**src/rtl/seq_gen_multi.sv**
```systemverilog
// seq_gen_multi: one shared engine generating eight integer sequences with
// run control, valid/ready backpressure and sticky per-term overflow flags.
module seq_gen_multi #(
    parameter int WIDTH       = 8,
    parameter int IDX_W       = 8,
    parameter int STOP_ON_OVF = 0
) (
    input  logic             clk,
    input  logic             rst_n,
    input  logic             start,
    input  logic             abort,
    input  logic [2:0]       mode,
    input  logic [IDX_W-1:0] num_terms,
    output logic             out_valid,
    input  logic             out_ready,
    output logic [WIDTH-1:0] out_data,
    output logic [IDX_W-1:0] out_index,
    output logic             out_ovf,
    output logic             out_last,
    output logic             busy,
    output logic             done
);
    typedef enum logic [1:0] {IDLE, RUN, DONE} state_t;
    state_t state;
    logic [2:0] md;
    logic [IDX_W-1:0] nt, idx, idx_n;
    logic [WIDTH-1:0] a, b, c, na, nb, nc, ia, ib, ic;
    logic fa, fb, fc, nfa, nfb, nfc, valid, last, last_n;
    logic [2*WIDTH-1:0] syl;
    logic [WIDTH+1:0] ab, x3, pell;
    logic [WIDTH:0] b1, b2;
    // a holds the presented term; b and c carry the lookahead terms or increments
    assign syl  = ({{WIDTH{1'b0}}, a} * {{WIDTH{1'b0}}, a - WIDTH'(1)}) + (2*WIDTH)'(1);
    assign ab   = {2'b0, a} + {2'b0, b};
    assign x3   = {2'b0, a} + {1'b0, a, 1'b0};
    assign pell = {2'b0, a} + {1'b0, b, 1'b0};
    assign b1   = {1'b0, b} + (WIDTH+1)'(1);
    assign b2   = {1'b0, b} + (WIDTH+1)'(2);
    assign ia = (mode == 3'd0 || mode == 3'd4) ? WIDTH'(2) : (mode == 3'd5 || mode == 3'd6) ? '0 : WIDTH'(1);
    assign ib = (mode == 3'd1) ? WIDTH'(3) : (mode == 3'd0 || mode == 3'd2) ? '0 : WIDTH'(1);
    assign ic = WIDTH'(mode == 3'd3);
    always_comb begin
        na  = a;
        nb  = b;
        nc  = c;
        nfa = fa;
        nfb = fb;
        nfc = fc;
        case (md)
            3'd0: begin
                na  = syl[WIDTH-1:0];
                nfa = fa | (|syl[2*WIDTH-1:WIDTH]);
            end
            3'd1: begin
                na  = ab[WIDTH-1:0];
                nfa = fa | fb | (|ab[WIDTH+1:WIDTH]);
                nb  = b2[WIDTH-1:0];
                nfb = fb | b2[WIDTH];
            end
            3'd2: begin
                na  = x3[WIDTH-1:0];
                nfa = fa | (|x3[WIDTH+1:WIDTH]);
            end
            3'd3: begin
                na  = b;
                nb  = c;
                nc  = ab[WIDTH-1:0];
                nfa = fa | fb;
                nfb = fb | fc;
                nfc = fa | fb | (|ab[WIDTH+1:WIDTH]);
            end
            3'd5: begin
                na  = ab[WIDTH-1:0];
                nfa = fa | fb | (|ab[WIDTH+1:WIDTH]);
                nb  = b1[WIDTH-1:0];
                nfb = fb | b1[WIDTH];
            end
            3'd6: begin
                na  = b;
                nb  = pell[WIDTH-1:0];
                nfa = fa | fb;
                nfb = fa | fb | (|pell[WIDTH+1:WIDTH]);
            end
            default: begin
                na  = b;
                nb  = ab[WIDTH-1:0];
                nfa = fa | fb;
                nfb = fa | fb | (|ab[WIDTH+1:WIDTH]);
            end
        endcase
    end
    assign idx_n  = idx + IDX_W'(1);
    assign last_n = (nt != '0 && idx_n == nt - IDX_W'(1)) || (STOP_ON_OVF != 0 && nfa);
    always_ff @(posedge clk or negedge rst_n) begin
        if (!rst_n) begin
            state <= IDLE;
            md    <= '0;
            nt    <= '0;
            idx   <= '0;
            a     <= '0;
            b     <= '0;
            c     <= '0;
            fa    <= 1'b0;
            fb    <= 1'b0;
            fc    <= 1'b0;
            valid <= 1'b0;
            last  <= 1'b0;
        end else begin
            case (state)
                IDLE: if (start && !abort) begin
                    state <= RUN;
                    md    <= mode;
                    nt    <= num_terms;
                    idx   <= '0;
                    a     <= ia;
                    b     <= ib;
                    c     <= ic;
                    fa    <= 1'b0;
                    fb    <= 1'b0;
                    fc    <= 1'b0;
                    valid <= 1'b1;
                    last  <= num_terms == IDX_W'(1);
                end
                RUN: if (abort) begin
                    state <= IDLE;
                    valid <= 1'b0;
                    last  <= 1'b0;
                end else if (valid && out_ready) begin
                    if (last) begin
                        state <= DONE;
                        valid <= 1'b0;
                        last  <= 1'b0;
                    end else begin
                        a    <= na;
                        b    <= nb;
                        c    <= nc;
                        fa   <= nfa;
                        fb   <= nfb;
                        fc   <= nfc;
                        idx  <= idx_n;
                        last <= last_n;
                    end
                end
                default: state <= IDLE;
            endcase
        end
    end
    assign out_valid = valid;
    assign out_data  = a;
    assign out_index = idx;
    assign out_ovf   = fa;
    assign out_last  = last;
    assign busy      = state != IDLE;
    assign done      = state == DONE;
endmodule

```
**config.mk**
```make
export PLATFORM = sky130hd
export DESIGN_NAME = seq_gen_multi
export DESIGN_NICKNAME = d
export VERILOG_FILES = /design/src/rtl/seq_gen_multi.sv
export SDC_FILE = /design/constraint.sdc
export NUM_CORES = 1
export LEC_CHECK = 0
export ABC_AREA = 1
export CAP_MARGIN = 20
export CORE_MARGIN = 3
export CORE_UTILIZATION = 55
export CTS_BUF_LIST = sky130_fd_sc_hd__clkbuf_4 sky130_fd_sc_hd__clkbuf_8 sky130_fd_sc_hd__clkbuf_16
export CTS_CLUSTER_SIZE = 12
export DETAILED_ROUTE_END_ITERATION = 10
export GPL_ROUTABILITY_DRIVEN = 0
export PLACE_DENSITY = 0.78
export SYNTH_ARGS = -nofsm -noshare
export SYNTH_HDL_FRONTEND = slang
export SYNTH_SLANG_ARGS = --single-unit
```
**constraint.sdc**
```tcl
create_clock -name clk -period 5.25 [get_ports clk]
set_input_delay 0.7875 -clock clk [delete_from_list [all_inputs] [get_ports clk]]
set_output_delay 0.7875 -clock clk [all_outputs]
set_load 0.02 [all_outputs]
```
==> results.ini <==
[run_status]
status = completed

[clocking]
cts.path.max_buffers = 2
clockRootBuffer = clkbuf_16
cts_htree_levels = 2
cts_buffers = 5
clkTransAtPathRegs_ps = 80
clock_latency_ps = 300
cts_sinks = 50
cts_tree = built

[routing]
drt_iter0_drc = 505
first_pass_iters = 5
vias_per_cell = 5.59
drc = 0
ant_nets = 0
vias = 6433
routedWlPerCell_um = 15.3
wirelength_um = 17600

[logic_synthesis]
synth_xor_area_share_pct = 2.79
syn_area_per_cell_um2 = 6.89
synth_top_area_share_pct = 19.0
syn_area_um2 = 6580
synth_cell_types = 42
yosys.area.top_type = dfrtp_1
synth_top_family_by_area = adder cells
synth_cells = 955
synth_fa_ha_area_share_pct = 27.3
synth_compound_area_share_pct = 12.6
synth_nets = 1091
muxShareOfSynthArea_pct = 0
ys_seq_area_share_pct = 19.0
yosys_warnings = 0
ys_ff_latch = 50
synth.area.top_cells = dfrtp_1, ha_1, nand2_1
synth-simple-area-share_pct = 27.2

[finish]
diodes = 0
areaGrowthSynthToFinish_pct = 13.5
fin_nets = 1143
fillers = 1036
fin_area_um2 = 7470
drive_gt1_share_pct = 7.34

[grt]
grt_pass1_wl_um = 29500
grt_pass1_vias = 6252
grt_start_max_net_pins = 51
grt_overflow_total = 0
busiest_layer = met2
groute.usage.overall_pct = 27.5
antenna_found_initial = 0
use_met3_pct = 5.33
gr-usage-met2_pct = 44.8
grt_use_met1_pct = 38.0

[placement]
dp_slack_ps = -58.6
hpwl_um = 13900
placed_cell_area_um2 = 7190
portBuffers = 36

[floorplan]
die_h_um = 115
fp.dieArea_um2 = 13300
ioPinCount = 37
coreArea_um2 = 11600
start_util_pct = 56.9
row_count = 39
dieWidth_um = 115

[timing]
fmax_mhz = 200
slew_headroom_pct = 44.1
fin_crit_sh_pct = 95.1
hold_viol = 0
setup_violations = 0
finalCriticalPeriod_ps = 4990
fin_skew_ps = 10.1
layout_setup_ws_ps = 259
slew_violations = 0
worst_slew_pin_slew_ps = 835

[setup_path]
start_kind = flop
cp-end-kind = flop
arrival_ps = 5180
path_class = flop to flop
cp.required_ps = 5440
crit_path_max_fanout = 6

[pwr]
power.switching_mw = 2.68
p_leak_nw = 3.94
clkPwrFrac_pct = 7.4
ir_drop_v = 0.000334
comb_power_share_pct = 77.9
p_seq_share_pct = 14.7
internal_power_mw = 2.12
p_per_area_nw_per_um2 = 641
netSwitchingFraction_pct = 55.8

[flow_run]
maxCapViolCount = 0

[hold_path]
hold_path_class = flop to flop

-- power groups by stage --
| stage | Sequential, mW | Clock, mW | Combinational [mW] |
|---|---|---|---|
| after floorplan | 0.728 | 0 | 2.45 |
| after global placement | 0.703 | 0 | 3.38 |
| after detailed placement | 0.705 | 0 | 3.44 |
| after CTS | 0.700 | 0.353 | 3.50 |
| after global routing | 0.729 | 0.371 | 4.21 |
| final | 0.707 | 0.353 | 3.73 |
-- metal layers --
metal | up-vias | part of all wire, %
li1 | 3169 | -
met1 | 2960 | 44
met2 | 273 | 45
met3 | 31 | 8.8
met4 | 0 | 1.7
met5 | - | 0
-- final timing paths --
path                              from          end  slack [ps]  cells after the start
max in group asynchronous        rst_n  out_data[1]        4180                      2
max                        out_data[0]  out_data[7]         260                     19
min                               c[4]         c[4]         490                      2
max reg2reg                out_data[0]  out_data[7]         260                     19
min reg2reg                       c[4]         c[4]         490                      2
min in group asynchronous        rst_n         c[5]         590                      2
-- placed cells by master, fill, tap and decap left out, types with 13 or more instances in the layout --
master / n
inv_2: 13
clkdlybuf4s50_1: 35
xor2_1: 15
o21ai_0: 47
nand2_1: 244
fa_1: 39
a21oi_1: 47
ha_1: 74
inv_1: 170
nand4_1: 14
dfrtp_1: 48
nor2_1: 72
nand3_1: 56
buf_4: 18
-- worst max-delay path, stage by stage (launching register included) --
cell      delay, ps
dfrtp_1         440
clkinv_1        110
ha_1            230
nand2_1          70
ha_2            310
inv_1            90
nand2_1          80
fa_1            460
fa_1            560
fa_1            450
fa_1            560
inv_1            50
ha_1            370
nand2_1         130
nand3_2         140
xnor2_1         260
o21ai_0         210
nand3b_1        220
nand2_1          70
nand2_1          60
-- synth_stat cells (all sizes together) --
library cell / count
nand4: 14
a221oi: 1
xor2: 15
a31oi: 5
o32ai: 1
clkbuf: 4
inv: 185
o22ai: 10
dfrtp: 50
nor4: 2
nor3: 11
a32o: 1
o221ai: 1
ha: 81
o21ai: 57
nand3b: 6
nand2: 252
nor2: 77
a21oi: 51
a22oi: 2
buf: 5
clkinv: 1
o31ai: 1
o21a: 1
or2: 5
fa: 39
xnor2: 6
o211ai: 5
a211oi: 4
nand3: 57
o2111ai: 5
-- registers in the layout, summed over array words and instances, names as in the netlist --
name / flops
out_index: 8
c: 8
out_data: 8
fb: 1
fc: 1
state: 2
nt: 8
out_last: 1
out_ovf: 1
out_valid: 1
md: 3
b: 8
-- per-stage QoR --
stage          util (%)  hold slack (ps)  TNS (ps)  std cells  power [mW]
2_1_floorplan         -              453         0        955        3.18
3_3_place_gp       62.2              473         0       1140        4.08
3_5_place_dp       62.2              474     -58.6       1140        4.14
4_1_cts            63.5              492         0       1148        4.55
5_1_grt            64.6              514     -13.1       1151        5.31
6_report           64.6              492         0       1151        4.79
-- logic make-up after synthesis --
| family | after synthesis |
|---|---|
| fa+ha+maj | 120 |
| simple gates | 424 |
| xor+xnor | 21 |
| buf+inv | 195 |
| flops | 50 |
| compound gates | 145 |
-- layout make-up --
type	count	area, um2	share of cell area, %
multi-input cells	710	4690	62.8
flip-flops and latches	50	1250	16.8
inverters	186	703	9.41
repair buffers	54	490	6.56
well taps	143	179	2.39
clock buffers	5	125	1.67
clock inverters	3	28.8	0.385
-- what timing repair did --
action | in CTS | in global routing
endpoints found under the setup margin | 1 | 2
hold buffers | 0 | 0
pin swaps | 0 | 12
resized for setup | 2 | 24
buffers inserted | 0 | 3
gates cloned | 0 | 0
(Power assumes the default switching activity.)
